File: config.mk
export PLATFORM = sky130hd
export DESIGN_NAME = motor_pwm_ramp_ctrl
export DESIGN_NICKNAME = d
export VERILOG_FILES = /design/src/rtl/motor_pwm_ramp_ctrl.sv
export SDC_FILE = /design/constraint.sdc
export NUM_CORES = 1
export LEC_CHECK = 0
export CAP_MARGIN = 25
export CORE_MARGIN = 2
export CORE_UTILIZATION = 52
export CTS_CLUSTER_DIAMETER = 200
export DETAILED_ROUTE_END_ITERATION = 12
export PLACE_DENSITY = 0.82
export REMOVE_ABC_BUFFERS = 1
export SETUP_SLACK_MARGIN = 0.05
export SLEW_MARGIN = 0
export SYNTH_ARGS = -nofsm -noshare
export SYNTH_HDL_FRONTEND = slang
export SYNTH_SLANG_ARGS = --single-unit
File: constraint.sdc
create_clock -name clk -period 9.02 [get_ports clk]
set_input_delay 1.353 -clock clk [delete_from_list [all_inputs] [get_ports clk]]
set_output_delay 1.353 -clock clk [all_outputs]
set_load 0.01 [all_outputs]
File: src/rtl/motor_pwm_ramp_ctrl.sv
// Soft-start/soft-stop sequencer for the elevator motor PWM timer: latches the period,
// then slews the compare value toward a target at a programmable rate, with emergency stop.
module motor_pwm_ramp_ctrl #(
    parameter int CNT_W = 16
) (
    input  logic             clk,
    input  logic             reset,
    input  logic             cmd_run,
    input  logic             estop,
    input  logic [CNT_W-1:0] target_duty,
    input  logic [CNT_W-1:0] step_size,
    input  logic [CNT_W-1:0] step_interval,
    input  logic [CNT_W-1:0] period_cfg,
    input  logic [31:0]      pres_cfg,
    output logic [1:0]       control,
    output logic [31:0]      prescalor,
    output logic [31:0]      max_count,
    output logic [31:0]      compare,
    output logic [1:0]       state,
    output logic             busy,
    output logic             at_target
);

    localparam int DW = CNT_W + 1;

    typedef enum logic [1:0] {
        ST_OFF  = 2'b00,
        ST_UP   = 2'b01,
        ST_HOLD = 2'b10,
        ST_DOWN = 2'b11
    } state_t;

    state_t           state_q, state_d;
    logic [DW-1:0]    duty_q, duty_d;
    logic [CNT_W-1:0] tmr_q, tmr_d;
    logic [CNT_W-1:0] period_q, period_d;
    logic [31:0]      pres_q, pres_d;
    logic [1:0]       ctrl_q, ctrl_d;
    logic             busy_q, busy_d;
    logic             hold_q, hold_d;

    logic [CNT_W-1:0] per_eff;
    logic [DW-1:0]    lim, tgt, stp;
    logic             tick;

    function automatic logic [DW-1:0] sat_up(input logic [DW-1:0] d,
                                             input logic [DW-1:0] s,
                                             input logic [DW-1:0] t);
        logic [DW:0] sum;
        sum = {1'b0, d} + {1'b0, s};
        if (sum >= {1'b0, t}) return t;
        return sum[DW-1:0];
    endfunction

    // Caller guarantees d >= t, so d - t cannot wrap.
    function automatic logic [DW-1:0] sat_down(input logic [DW-1:0] d,
                                               input logic [DW-1:0] s,
                                               input logic [DW-1:0] t);
        if ((d - t) <= s) return t;
        return d - s;
    endfunction

    always_comb begin
        // In OFF the period about to be latched is the one that bounds the target.
        per_eff = (state_q == ST_OFF) ? period_cfg : period_q;
        lim     = {1'b0, per_eff} + DW'(1);
        if (!cmd_run)
            tgt = '0;
        else if ({1'b0, target_duty} < lim)
            tgt = {1'b0, target_duty};
        else
            tgt = lim;
        stp  = (step_size == '0) ? DW'(1) : {1'b0, step_size};
        tick = (tmr_q == step_interval);
    end

    always_comb begin
        state_d  = state_q;
        duty_d   = duty_q;
        tmr_d    = tmr_q;
        period_d = period_q;
        pres_d   = pres_q;
        if (estop) begin
            state_d = ST_OFF;
            duty_d  = '0;
            tmr_d   = '0;
        end else begin
            unique case (state_q)
                ST_OFF: begin
                    if (cmd_run) begin
                        period_d = period_cfg;
                        pres_d   = pres_cfg;
                        duty_d   = '0;
                        tmr_d    = '0;
                        state_d  = (tgt == '0) ? ST_HOLD : ST_UP;
                    end
                end
                ST_UP: begin
                    if (tgt < duty_q) begin
                        state_d = ST_DOWN;
                        tmr_d   = '0;
                    end else if (duty_q == tgt) begin
                        state_d = ST_HOLD;
                    end else if (tick) begin
                        duty_d = sat_up(duty_q, stp, tgt);
                        tmr_d  = '0;
                    end else begin
                        tmr_d = tmr_q + CNT_W'(1);
                    end
                end
                ST_HOLD: begin
                    if (tgt > duty_q) begin
                        state_d = ST_UP;
                        tmr_d   = '0;
                    end else if (tgt < duty_q) begin
                        state_d = ST_DOWN;
                        tmr_d   = '0;
                    end else if (!cmd_run && duty_q == '0) begin
                        state_d = ST_OFF;
                    end
                end
                ST_DOWN: begin
                    if (tgt > duty_q) begin
                        state_d = ST_UP;
                        tmr_d   = '0;
                    end else if (duty_q == tgt) begin
                        state_d = cmd_run ? ST_HOLD : ST_OFF;
                    end else if (tick) begin
                        duty_d = sat_down(duty_q, stp, tgt);
                        tmr_d  = '0;
                    end else begin
                        tmr_d = tmr_q + CNT_W'(1);
                    end
                end
                default: state_d = ST_OFF;
            endcase
        end
        // Timer mode only depends on OFF vs. running, so it never toggles mid-run.
        ctrl_d = (state_d == ST_OFF) ? 2'b00 : 2'b10;
        busy_d = (state_d != ST_OFF);
        hold_d = (state_d == ST_HOLD);
    end

    always_ff @(posedge clk or negedge reset) begin
        if (!reset) begin
            state_q  <= ST_OFF;
            duty_q   <= '0;
            tmr_q    <= '0;
            period_q <= '0;
            pres_q   <= '0;
            ctrl_q   <= 2'b00;
            busy_q   <= 1'b0;
            hold_q   <= 1'b0;
        end else begin
            state_q  <= state_d;
            duty_q   <= duty_d;
            tmr_q    <= tmr_d;
            period_q <= period_d;
            pres_q   <= pres_d;
            ctrl_q   <= ctrl_d;
            busy_q   <= busy_d;
            hold_q   <= hold_d;
        end
    end

    assign control   = ctrl_q;
    assign prescalor = pres_q;
    assign max_count = {{(32-CNT_W){1'b0}}, period_q};
    assign compare   = {{(32-DW){1'b0}}, duty_q};
    assign state     = state_q;
    assign busy      = busy_q;
    assign at_target = hold_q;

endmodule

==> out/results.txt <==
Final period util = 0.959
Worst r2r dst = duty_q[16]
Initial drt markers = 652
Fill cell count = 1311
Avg Cell Area, Syn = 8.48 um^2
First-pass GRT wire length = 43300 um
HP Class = flop to flop
Critical hold path startpoint = prescalor[7]
Max-Cap Viols = 0
CP Class = primary input to flop
CTS Hold Bufs = 0
Maximum vdd drop = 0.000225 V
Final hold slack = 505 ps
Sw Share = 0.478
CTS Sinks = 85
IO buf count = 169
FF-to-FF setup slack = 1060 ps
Initial antenna violation count = 0
Top_reg_cell synth = dfrtp_1
Crit-path slowest cell = clkdlybuf4s50_1
Leakage = 5.00 nW
Die area = 18200 um^2
Most common cell after layout, fill and taps aside = clkdlybuf4s50_1
Yosys top cell by area = dfrtp_1
Congestion Overflow GR = 0
Vias per inst = 6.10
Highest Clock Rate = 0.116 GHz
Commonest non-fill, non-tap cells in the layout = clkdlybuf4s50_1 (168), ha_1 (96), dfrtp_1 (85)
Clock power share = 0.092
Worst Hold End = prescalor[7]
Top post-synthesis cells by area = dfrtp_1 (24%), ha_1 (14%), mux2_2 (6.1%)
TritonCTS clock tree = built
Wire per inst = 19.2 um
Worst slack, placed = -11.4 ps
Clock root cell = clkbuf_16
CTS Buffer Depth = 2
Pwr dens = 364 nW/um^2
Arr. time, crit path = 8900 ps
Area growth, synth to finish = 28.1%
Sw Pwr = 1.98 mW
IO Pins = 202
Largest stage delay, worst path = 520 ps
Seq/Total Area, Yosys = 0.239
GP Congestion = 0.954
Worst-path maximum fanout = 6
Routed Antenna Nets = 0
Pin count of the biggest net entering global routing = 62
Util after Layout = 0.684
CTS HTree Levels = 3
Comb pwr share = 0.741
Synth Instances = 1048
Clock Latency Late Sink = 360 ps
Total CTS buffers = 9
FF+latch count, synth = 85
Synthesized area = 8890 um^2
Crit path setup slack, layout = 368 ps
Crit end category = flop
Fin cells = 1456
Vias in the first global route = 8654
DP Cell Count = 1434
Internal power = 2.16 mW
Setup Skew = 5.79 ps
Share of post-route cells with drive strength above 1 = 0.127
Core area = 16600 um^2
Relative slew slack = 0.318
Final hold vios = 0
Remaining DRCs = 0
Via count = 8884
Fin. max-slew vios = 0
Total wire length = 27900 um
Part of the power in registers = 0.167
Final setup fails = 0
Status = completed
TritonRoute pass-1 iters = 6
Register-to-Register Path Depth = 36
RR Startpoint = state[1]
Final worst path period need = 8650 ps
CP startpoint kind = primary input
Worst Hold Depth = 1
Worst Tran Pin Value = 1010 ps
Synth top area share = 0.239
Crit path required time = 9260 ps
Initial Util = 0.534
Die X = 135 um
Final #Nets = 1433
Die Y-Extent = 135 um
Synth cell types = 75
FFs w/ async S/R, synth = 1.00
Yosys warns = 0
Reg clk slew, reported paths = 70 ps
Post-synth EDFFs = 0
Total track usage = 0.300
DP HPWL = 21700 um
Antenna Cells = 0
# rows = 47
-- through the flow --
step / area [um^2] / total power [mW] / setup TNS, ps
4_1_cts: 11200 / 3.96 / 0
3_5_place_dp: 10900 / 3.55 / -11.4
5_1_grt: 11400 / 4.43 / -120
3_3_place_gp: 10900 / 3.48 / 0
6_report: 11400 / 4.14 / 0
2_1_floorplan: 8560 / 2.49 / 0
-- cell families after synthesis --
group,after synthesis,share of synthesized area
buf+inv,141,0.0752
simple gates,306,0.177
compound gates,275,0.211
fa+ha+maj,102,0.146
mux,63,0.0777
other cells,2,0.000845
xor+xnor,74,0.0729
flops,85,0.239
-- synth_stat cells, types with 15 or more instances --
cell / count
xnor2_1: 47
nand2_1: 68
ha_1: 99
a21o_1: 24
nor3_1: 26
nand3_1: 34
nand4_1: 19
mux2i_1: 15
mux2_2: 48
nor2_1: 64
a21oi_1: 54
o21ai_0: 61
dfrtp_1: 85
inv_1: 57
buf_4: 34
xor2_1: 27
clkbuf_1: 37
-- registers in the layout, summed over array words and instances (netlist names) --
signal and count:
tmr_q 16, control 1, prescalor 32, period_q 16, at_target 1, duty_q 17
state 2
-- power by group through the flow --
stage	Clock [mW]	Combinational, mW	Sequential, mW
floorplan	0	1.76	0.727
detailed placement	0	2.85	0.693
global placement	0	2.79	0.687
CTS	0.387	2.88	0.691
global route	0.400	3.32	0.716
finish	0.382	3.06	0.692
-- worst max path at each step --
stage                   from    endpoint  cells past startpoint
2_1_floorplan  period_cfg[2]  duty_q[16]                     33
3_3_place_gp   period_cfg[3]   duty_q[9]                     35
3_5_place_dp   period_cfg[0]   duty_q[9]                     35
4_1_cts        period_cfg[0]   duty_q[9]                     35
5_1_grt        period_cfg[3]  duty_q[16]                     38
6_report       period_cfg[3]  duty_q[16]                     36
-- layout make-up --
| class | instances | area (um^2) | share of cell area |
|---|---|---|---|
| multi-input cells | 854 | 6360 | 0.559 |
| flip-flops and latches | 85 | 2130 | 0.187 |
| repair buffers | 223 | 2100 | 0.184 |
| well taps | 220 | 275 | 0.0242 |
| clock buffers | 9 | 225 | 0.0198 |
| inverters | 58 | 218 | 0.0191 |
| clock inverters | 7 | 75.1 | 0.00660 |
-- what timing repair did --
action / 4_1_cts / 5_1_grt
setup buffers: 0 / 3
gates resized for setup: 0 / 34
setup endpoints to repair: 0 / 17
-- metal layers --
metal  up-vias  track usage  wire (um)
met3        84       0.0593       2270
met2       437        0.508      13300
met5         -            0          0
li1       4151            -          -
met1      4212        0.367      11200
met4         0        0.143       1160
-- critical path, delay by kind of cell --
family / cells / cell delay (ps)
adders and majority gates: 4 / 1270
and+or+nand+nor: 8 / 1190
xor gates and xnor gates: 2 / 370
buffers and inverters: 6 / 1390
AOI/OAI and AO/OA: 16 / 3300
Power figures use the tool's default switching activity.
